<file path="src/rtl/riscv_pkg.sv">
// +--------------------------------------------------------------------------+
// | riscv_pkg : RV32I opcode constants, ALU class / immediate-type enums and  |
// |             small decode helpers shared by the ID/EX stage.               |
// | Revision  : 1.0                                                           |
// +--------------------------------------------------------------------------+
`default_nettype none

package riscv_pkg;

  localparam logic [6:0] OPC_OP     = 7'h33;
  localparam logic [6:0] OPC_OPIMM  = 7'h13;
  localparam logic [6:0] OPC_LOAD   = 7'h03;
  localparam logic [6:0] OPC_STORE  = 7'h23;
  localparam logic [6:0] OPC_BRANCH = 7'h63;
  localparam logic [6:0] OPC_LUI    = 7'h37;
  localparam logic [6:0] OPC_AUIPC  = 7'h17;
  localparam logic [6:0] OPC_JAL    = 7'h6F;
  localparam logic [6:0] OPC_JALR   = 7'h67;

  typedef enum logic [1:0] {
    ALU_ARITH  = 2'b00,
    ALU_BRANCH = 2'b01,
    ALU_ADDR   = 2'b10,
    ALU_PASSB  = 2'b11
  } alu_class_e;

  typedef enum logic [2:0] {
    IMM_I = 3'd0,
    IMM_S = 3'd1,
    IMM_B = 3'd2,
    IMM_U = 3'd3,
    IMM_J = 3'd4
  } imm_type_e;

  function automatic imm_type_e imm_type_of(input logic [6:0] opcode);
    case (opcode)
      OPC_STORE:          return IMM_S;
      OPC_BRANCH:         return IMM_B;
      OPC_LUI, OPC_AUIPC: return IMM_U;
      OPC_JAL:            return IMM_J;
      default:            return IMM_I;
    endcase
  endfunction

  // Only the arith and branch classes carry funct bits in the low nibble.
  function automatic logic [5:0] alu_cntrl_pack(input alu_class_e cls,
                                                input logic f7b5,
                                                input logic [2:0] funct3);
    if (cls == ALU_ARITH || cls == ALU_BRANCH) return {cls, f7b5, funct3};
    return {cls, 4'b0000};
  endfunction

endpackage

`default_nettype wire

</file>
<file path="src/rtl/imm_gen.sv">
// +--------------------------------------------------------------------------+
// | imm_gen  : combinational RV32I immediate extractor, sign-extends the      |
// |            I/S/B/U/J immediate selected by the opcode.                    |
// | Revision : 1.0                                                            |
// +--------------------------------------------------------------------------+
`default_nettype none

module imm_gen
  import riscv_pkg::*;
(
  input  logic [31:0] instr,
  output logic [31:0] imm
);

  imm_type_e imm_type;

  assign imm_type = imm_type_of(instr[6:0]);

  // Shift immediates use the plain I form; the shifter consumes only bits [4:0].
  always_comb begin
    imm = {{20{instr[31]}}, instr[31:20]};
    case (imm_type)
      IMM_S: imm = {{20{instr[31]}}, instr[31:25], instr[11:7]};
      IMM_B: imm = {{19{instr[31]}}, instr[31], instr[7], instr[30:25], instr[11:8], 1'b0};
      IMM_U: imm = {instr[31:12], 12'h000};
      IMM_J: imm = {{11{instr[31]}}, instr[31], instr[19:12], instr[20], instr[30:21], 1'b0};
      default: imm = {{20{instr[31]}}, instr[31:20]};
    endcase
  end

endmodule

`default_nettype wire

</file>
<file path="src/rtl/id_ex_stage.sv">
// +--------------------------------------------------------------------------+
// | id_ex_stage : single-entry ID/EX pipeline register with RV32I operand and |
// |               ALU-control decode. Define ID_EX_FWD_EN to enable EX->ID    |
// |               result forwarding onto the source operands.                 |
// | Revision    : 1.0                                                         |
// +--------------------------------------------------------------------------+
`default_nettype none

module id_ex_stage
  import riscv_pkg::*;
#(
  parameter int WIDTH = 32
) (
  input  logic             clk,
  input  logic             rst_n,
  input  logic             in_valid,
  output logic             in_ready,
  input  logic [31:0]      instr,
  input  logic [WIDTH-1:0] pc,
  input  logic [WIDTH-1:0] rs1_data,
  input  logic [WIDTH-1:0] rs2_data,
  input  logic             flush,
  input  logic             ex_fwd_valid,
  input  logic [4:0]       ex_fwd_rd,
  input  logic [WIDTH-1:0] ex_fwd_data,
  output logic             out_valid,
  input  logic             out_ready,
  output logic [WIDTH-1:0] SrcA,
  output logic [WIDTH-1:0] SrcB,
  output logic [5:0]       alu_cntrl,
  output logic [4:0]       rd_addr,
  output logic             rd_we,
  output logic             illegal
);

  logic [6:0]       opcode;
  logic [2:0]       funct3;
  logic [4:0]       rd_fld;
  logic [WIDTH-1:0] imm;
  logic [WIDTH-1:0] rs1_val;
  logic [WIDTH-1:0] rs2_val;

  assign opcode = instr[6:0];
  assign funct3 = instr[14:12];
  assign rd_fld = instr[11:7];

  imm_gen u_imm_gen (
    .instr (instr),
    .imm   (imm)
  );

`ifdef ID_EX_FWD_EN
  assign rs1_val = (ex_fwd_valid && ex_fwd_rd != 5'd0 && ex_fwd_rd == instr[19:15])
                   ? ex_fwd_data : rs1_data;
  assign rs2_val = (ex_fwd_valid && ex_fwd_rd != 5'd0 && ex_fwd_rd == instr[24:20])
                   ? ex_fwd_data : rs2_data;
`else
  logic fwd_unused;
  assign fwd_unused = ^{ex_fwd_valid, ex_fwd_rd, ex_fwd_data};
  assign rs1_val    = rs1_data;
  assign rs2_val    = rs2_data;
`endif

  alu_class_e       dec_cls;
  logic             dec_f7b5;
  logic             dec_we;
  logic             dec_ill;
  logic [WIDTH-1:0] dec_a;
  logic [WIDTH-1:0] dec_b;
  logic [5:0]       dec_cntrl;

  always_comb begin
    dec_cls  = ALU_ARITH;
    dec_f7b5 = 1'b0;
    dec_we   = 1'b0;
    dec_ill  = 1'b0;
    dec_a    = rs1_val;
    dec_b    = imm;
    case (opcode)
      OPC_OP:     begin dec_f7b5 = instr[30]; dec_b = rs2_val; dec_we = 1'b1; end
      OPC_OPIMM:  begin dec_f7b5 = (funct3 == 3'b101) && instr[30]; dec_we = 1'b1; end
      OPC_BRANCH: begin dec_cls = ALU_BRANCH; dec_b = rs2_val; end
      OPC_LOAD:   begin dec_cls = ALU_ADDR; dec_we = 1'b1; end
      OPC_STORE:  dec_cls = ALU_ADDR;
      OPC_AUIPC,
      OPC_JAL:    begin dec_cls = ALU_ADDR; dec_a = pc; dec_we = 1'b1; end
      OPC_JALR:   begin dec_cls = ALU_ADDR; dec_we = 1'b1; end
      OPC_LUI:    begin dec_cls = ALU_PASSB; dec_a = '0; dec_we = 1'b1; end
      default:    dec_ill = 1'b1;
    endcase
    dec_cntrl = dec_ill ? 6'd0 : alu_cntrl_pack(dec_cls, dec_f7b5, funct3);
  end

  logic             out_valid_q, out_valid_d;
  logic [WIDTH-1:0] src_a_q, src_a_d;
  logic [WIDTH-1:0] src_b_q, src_b_d;
  logic [5:0]       alu_cntrl_q, alu_cntrl_d;
  logic [4:0]       rd_addr_q, rd_addr_d;
  logic             rd_we_q, rd_we_d;
  logic             illegal_q, illegal_d;
  logic             load;

  assign in_ready = !out_valid_q || out_ready;
  assign load     = in_valid && in_ready && !flush;

  // Flush wins over both a new capture and a drain.
  always_comb begin
    out_valid_d = out_valid_q;
    src_a_d     = src_a_q;
    src_b_d     = src_b_q;
    alu_cntrl_d = alu_cntrl_q;
    rd_addr_d   = rd_addr_q;
    rd_we_d     = rd_we_q;
    illegal_d   = illegal_q;
    if (flush) begin
      out_valid_d = 1'b0;
    end else if (load) begin
      out_valid_d = 1'b1;
      src_a_d     = dec_a;
      src_b_d     = dec_b;
      alu_cntrl_d = dec_cntrl;
      rd_addr_d   = rd_fld;
      rd_we_d     = dec_we && (rd_fld != 5'd0);
      illegal_d   = dec_ill;
    end else if (out_ready) begin
      out_valid_d = 1'b0;
    end
  end

  always_ff @(posedge clk or negedge rst_n) begin
    if (!rst_n) begin
      out_valid_q <= 1'b0;
      src_a_q     <= '0;
      src_b_q     <= '0;
      alu_cntrl_q <= '0;
      rd_addr_q   <= '0;
      rd_we_q     <= 1'b0;
      illegal_q   <= 1'b0;
    end else begin
      out_valid_q <= out_valid_d;
      src_a_q     <= src_a_d;
      src_b_q     <= src_b_d;
      alu_cntrl_q <= alu_cntrl_d;
      rd_addr_q   <= rd_addr_d;
      rd_we_q     <= rd_we_d;
      illegal_q   <= illegal_d;
    end
  end

  assign out_valid = out_valid_q;
  assign SrcA      = src_a_q;
  assign SrcB      = src_b_q;
  assign alu_cntrl = alu_cntrl_q;
  assign rd_addr   = rd_addr_q;
  assign rd_we     = rd_we_q;
  assign illegal   = illegal_q;

endmodule

`default_nettype wire

</file>
<file path="config.mk">
export PLATFORM = sky130hd
export DESIGN_NAME = id_ex_stage
export DESIGN_NICKNAME = d
export VERILOG_FILES = /design/src/rtl/riscv_pkg.sv /design/src/rtl/imm_gen.sv /design/src/rtl/id_ex_stage.sv
export SDC_FILE = /design/constraint.sdc
export NUM_CORES = 1
export LEC_CHECK = 0
export BUFFER_PORTS_ARGS = -buffer_cell sky130_fd_sc_hd__clkbuf_2
export CORE_ASPECT_RATIO = 0.75
export CORE_UTILIZATION = 35
export DETAILED_ROUTE_END_ITERATION = 16
export PLACE_DENSITY_LB_ADDON = 0.08
export SYNTH_ARGS = -nofsm -noshare
export SYNTH_HDL_FRONTEND = slang
export SYNTH_SLANG_ARGS = --single-unit
</file>
<file path="constraint.sdc">
create_clock -name clk -period 1.9 [get_ports clk]
set_clock_uncertainty 0.1 [all_clocks]
set_input_delay 0.285 -clock clk [delete_from_list [all_inputs] [get_ports clk]]
set_output_delay 0.285 -clock clk [all_outputs]
set_load 0.01 [all_outputs]
</file>
==> After elaboration in Yosys (flattened, before gate mapping) <==
Cells that the tools add are included.
{ "totals": {"out_inout_bits": 79, "inputBits": 171, "ff_bits": 78} }
{ "op_classes": {"n_mux": 15, "n_reduce_logical": 18, "eq_ne": 15, "bitwise_logic": 1} }
{ "op_table": {"columns": ["cell", "n"], "rows": [
  ["$pmux 31 s4", 1],
  ["$pmux 32 s2", 1],
  ["$mux 32", 1],
  ["$eq 7x6->1 const B", 3],
  ["$eq 7x7->1 const B", 3],
  ["$mux 6", 3],
  ["$eq 7x5->1 const B", 2],
  ["$pmux 3 s4", 1],
  ["$reduce_or 9->1", 1],
  ["$eq 7x2->1 const B", 1],
  ["$reduce_or 7->1", 1],
  ["$eq 3x2->1 const B", 2],
  ["$eq 3x3->1 const B", 2],
  ["$mux 1", 6],
  ["$pmux 2 s3", 1],
  ["$reduce_or 2->1", 3],
  ["$reduce_bool 5->1", 1],
  ["$reduce_or 5->1", 1],
  ["$logic_and 1x1->1", 4],
  ["$eq 3x1->1 const B", 1],
  ["$reduce_bool 3->1", 1],
  ["$eq 2x1->1 const B", 1],
  ["$logic_not 1->1", 2],
  ["$logic_not 2->1", 1],
  ["other kinds (4)", 5]
]} }

==> Longest topological paths before layout <==
{ "logic_depth": {"ltp_word": 8, "ltp_mapped": 8, "depth_no_buf": 6} }

==> Cells and area by module <==
Synthesis repeated with hierarchy kept, for this count alone.
{ "unflattened": {"hier_cells": 425, "area_unflattened_um2": 4022.6} }
{ "by_module_without_submodules": {"columns": ["mod", "instances", "area_each_um2", "cells_each"], "rows": [
  ["id_ex_stage", 1, 3569.7, 364],
  ["imm_gen", 1, 452.9, 61]
]} }

==> Worst setup path after synthesis <==
No wires, ideal clock.
{ "synth_timing": {"path_kind": "input to register", "from": "in instr[4]", "to": "reg src_a_q[23] (netlist: SrcA[23])", "setup_ps": 126, "setup_slack_ps": 135, "arrival_time_ps": 1539, "n_path_buf": 2, "cell_stages": 7, "path_cell_list": "clkbuf_2 nand4b_2 nor2_2 nor2_2 buf_2 a221oi_1 nor2_1"} }
{ "synth_via": {"elab_chain_cells": 3, "elab_cells_between_ends": 5, "cone_classes": "eq/ne: 3; mux: 1; reduce/logical: 1"} }
{ "synth_rtl": {"columns": ["item", "line", "text"], "rows": [
  ["from (decl)", "id_ex_stage.sv:18", "input logic [31:0] instr,"],
  ["$eq 7x5->1 or $eq 7x7->1 (tied branches)", "id_ex_stage.sv:79", "case (opcode)"],
  ["$reduce_or 2->1", null, null],
  ["$pmux 32 s2 *", "id_ex_stage.sv:79", null],
  ["to (signal assigned)", "id_ex_stage.sv:141", "src_a_q <= src_a_d;"],
  ["to (decl)", "id_ex_stage.sv:95", "logic [WIDTH-1:0] src_a_q, src_a_d;"]
]} }
Every way passes the cells marked *; elsewhere a longest branch is shown, timed or not.
A chain may end at the register's enable or synchronous reset.

==> Worst setup path in the final report <==
{ "layout_timing": {"from": "reg out_valid_q (netlist: out_valid)", "to": "reg src_b_q[30] (netlist: SrcB[30])"} }
{ "layout_via": {"elab_chain_cells": 5} }
{ "layout_rtl": {"columns": ["item", "line", "text"], "rows": [
  ["from (decl)", "id_ex_stage.sv:94", "logic out_valid_q, out_valid_d;"],
  ["from (signal assigned)", "id_ex_stage.sv:140", "out_valid_q <= out_valid_d;"],
  ["$logic_not 1->1", "id_ex_stage.sv:103", "assign in_ready = !out_valid_q || out_ready;"],
  ["$logic_or 1x1->1", "id_ex_stage.sv:103", null],
  ["$logic_and 1x1->1 (2 in series)", "id_ex_stage.sv:104", "assign load = in_valid && in_ready && !flush;"],
  ["$reduce_and 2->1 (no source line)", null, null],
  ["to (signal assigned)", "id_ex_stage.sv:142", "src_b_q <= src_b_d;"],
  ["to (decl)", "id_ex_stage.sv:96", "logic [WIDTH-1:0] src_b_q, src_b_d;"]
]} }
No other way between the ends.

==> results <==
- The flow ran to the end, and the final reports show no timing, DRC or antenna violations.
- The worst register-to-register path has a depth of 6.
- The half-perimeter wire length of the detailed placement result is ~8600 um.
- The number of distinct library cell variants in the gate-level netlist after synthesis is 38.
- The setup violation total in the final timing report is 0.
- The die area is 0.01112 sq mm.
- The number of max-slew violations in the final report came to 0.
- VDD sags by at most roughly 0.43 mV.
- The routability-driven placement congestion ratio is 0.8253.
- In the final layout, flip-flops and latches occupy 0.001952 sq mm.
- The maximum number of pins on one net before global-route repair is 79.
- Across all register-to-register paths, the minimum setup slack is 150 ps.
- The number of gates resized after cts is 0.
- Walking the worst path, the cells encountered are nor2b_1, inv_1, nand3b_1, buf_12, nor2_2, a21oi_1.
- The count of buffers added on input and output ports is between 200 and 250.
- Once detail routing completed, the nets flagged for antenna violations numbered 0.
- Setup repair after global routing left no endpoint under its margin.
- The slowest stage of the critical path is the nor2_2 cell.
- The total overflow reported by the global router is 0.
- Sorting the synthesized cells by area gives the leading types as dfrtp_1 (52%), a221oi_1 (8.7%), nor2_1 (8.3%).
- After clock tree synthesis, the clock-pin slew on the worst setup and hold paths is 60 ps.
- The share of the clock period used by the worst path is 92.27%.
- Data on the critical path arrives at its endpoint at about 1900 ps.
- The tree is rooted in a clkbuf_16.
- Global routing consumed, over all layers together, 21.37% of the routing resources.
- The H-tree level count is 3.
- The multi-input combinational cell area is 0.001629 sq mm.
- The first detailed-routing pass ran for 5 iterations.
- The portion of the post-synthesis area used by sequential elements is 52.12%.
- Counting flops with an async set or reset pin after synthesis yields a share of between 90% and 100%.
- For this configuration, the core starts out at a cell density of a little over a third.
- The clock reaches the later pin of the worst-skew pair after 330 ps.
- The clock tree buffer depth is 2.
- In this run the worst setup path terminates at SrcB[30].
- The via count of the first global-routing pass is 3518.
- After the last flow step, the layout net total stands at 798.
- The width of the die is between 100 and 150 um.
- The number of clock sinks seen by CTS is 78.
- The worst register-to-register path ends at SrcB[30].
- The synthesized flop and latch total is approximately 80.
- The filler cells instantiated in the layout total 1019.
- The logic depth of the worst path, buffers included is 6.
- The startpoint of the worst setup timing path is out_valid.
- For the finished layout, the period the worst path requires is 1753 ps.
- Once layout is complete, the utilization of the core stands at between 50% and 60%.
- After detailed placement, the total cell area comes to 0.005045 sq mm.
- The cell area after synthesis is 0.003745 sq mm.
- During synthesis, Yosys emitted a total of 0 warnings.
- The core region is 0.01033 sq mm.
- The count of flip-flops with a built-in enable after synthesis is 0.
- The share of layout cells above drive strength 1 is 40.66%.
- The accumulated negative setup slack is 0 ps.
- In this run the core area contains 32 standard-cell rows.
- The net count after synthesis is 584.
- The detailed router placed 3894 vias in this run.
- Summed over all layers, the routed wires come to 11640 um.
- Summed over its instances, the top area cell type makes up 52.12% of the synthesized netlist area.
- The post-route cell area is 0.005371 sq mm.
- The number of remaining DRC errors is 0.
- The count of cells in the finished layout, fillers not included, comes to 768.
- Power spread over the standard cell area amounts to 896.6 mW/mm^2.
- In this design, the stage delay of the slowest critical-path cell is 390 ps.
- Measured against its own limit, the worst slew margin works out to 69.10%.
- The area growth from synthesis to layout is 43.43%.
- The kind of start point of the critical path is a flip-flop.
- Dividing the detail-routed via count by the number of cells gives between 5 and 6.
- The initial antenna violation count is 0.
- The most area-hungry cell type in the Yosys netlist is dfrtp_1.
- The CTS tree is done.
- The number of instances in the synthesized netlist is 413.
- The global-route wire length before repair is 18260 um.
- The mean routed wirelength per cell is 15.15 um.
- In the synthesized netlist the dominant register cell turns out to be dfrtp_1.
- TritonCTS created 9 clock buffers.
- The category of the worst setup path capture point is a flip-flop.
- The cell type group with the largest total delay on the critical path is simple AND/OR/NAND/NOR gates.
- The total I/O pin count is between 200 and 300.
- The count of buffering cells on the critical path with inverters included is 2.
- The leakage component of the power is 2.608 nW.
- The number of DRC markers after the initial detailed-route iteration is 160.
- The post-synthesis area per instance is 9.067 sq um.
- Data on the critical path is required at its endpoint by 2000 ps.
- The y dimension of the die is 91.58 um.
- The path class of the tightest hold or removal check is in -> reg.
- At the pin with the least slew margin, the transition time is about 460 ps.
- The start point of the worst min-delay path is flush.
- The maximum frequency from static timing analysis is 0.5704 GHz.
- The final number of hold-violating endpoints came to 0.
- The number of instances in the placed design is 751.
- The critical path start-end classification is reg -> reg.
- Once the clock tree was built, the setup fixing pass inserted 0 buffers.
- By instance count, the leading cell after synthesis is nor2_1.
- Max-cap violations in this run came to 0.
- In this run the worst path has a maximum fanout of 36.
- Ranked by instance count, the synthesized netlist is headed by nor2_1 (83), dfrtp_1 (78), nand2_1 (55).
- The worst reg2reg path startpoint is out_valid.
- Total power for the finished layout comes to 0.004816 W.
- The count of inserted antenna diode cells is 0.
[power by group]
| group | internal [W] | switching, W | leakage (nW) |
|---|---|---|---|
| Combinational | 0.000430 | 0.000535 | 1.55 |
| Sequential | 0.00190 | 0.000124 | 0.904 |
| Clock | 0.00118 | 0.000647 | 0.157 |
[kinds of logic (layout without fill, tap and decap cells)]
group,count (synthesis),after routing,share of synthesized area [%]
mux,2,2,0.5680
xor+xnor,2,2,0.4678
flops,78,78,52.12
simple gates,175,175,20.41
compound gates,122,122,21.88
buf+inv,34,253,4.544
[registers in the layout, indices dropped and copies added (netlist names)]
name and cells:
illegal 1, rd_addr 5, rd_we 1, out_valid 1, SrcB 32, SrcA 32
alu_cntrl 6
[metrics by stage]
step,setup WS (ps),hold WS (ps)
global route,8.504,59.98
finish,146.9,58.61
detailed placement,-11.43,245.1
floorplan,134.8,-110.6
global placement,23.42,246.8
CTS,147.8,46.05
[layout make-up]
class	instances	share of cell area (%)
clock buffers	12	4.589
multi-input cells	301	30.33
repair buffers	233	23.99
clock inverters	4	1.304
flip-flops and latches	78	36.34
inverters	4	0.2795
well taps	136	3.168
[worst min path at each step]
stage | endpoint | slack [ps] | depth (start not counted)
3_5_place_dp | SrcA[19] | 250 | 2
6_report | out_valid | 60 | 2
3_3_place_gp | SrcA[19] | 250 | 2
4_1_cts | out_valid | 50 | 2
5_1_grt | out_valid | 60 | 2
2_1_floorplan | SrcA[0] | -110 | 0
[layer usage]
metal	GRT usage, %	vias up	wire length, um
li1	-	1896	-
met1	29.61	1831	5225
met2	32.20	156	5280
met3	6.093	11	990
met4	6.276	0	142
met5	0	-	0
[worst register-to-register path, cell delays in order (launching register included)]
cell,delay [ps]
dfrtp_1,380
nor2b_1,170
inv_1,80
nand3b_1,150
buf_12,210
nor2_2,400
a21oi_1,140
[what timing repair did]
action | in CTS | in global routing
hold buffers | 1 | 0
setup endpoints to repair | 0 | 0
endpoints found under the hold margin | 78 | 0
[cells in the final DEF (no fill, tap or decap), drive strengths merged, types with 2 or more instances in the layout]
cell type / Yosys / routed
clkinv: 0 / 2
nor2: 86 / 86
bufinv: 0 / 2
a22o: 4 / 4
or3: 12 / 12
nand3b: 2 / 2
inv: 4 / 4
o21ai: 42 / 42
a31oi: 8 / 8
nand3: 9 / 9
a221oi: 37 / 37
dfrtp: 78 / 78
clkbuf: 14 / 222
a21oi: 24 / 24
buf: 16 / 22
nand2: 55 / 55
nor3: 2 / 2
nor2b: 4 / 4
(Power assumes the default switching activity.)
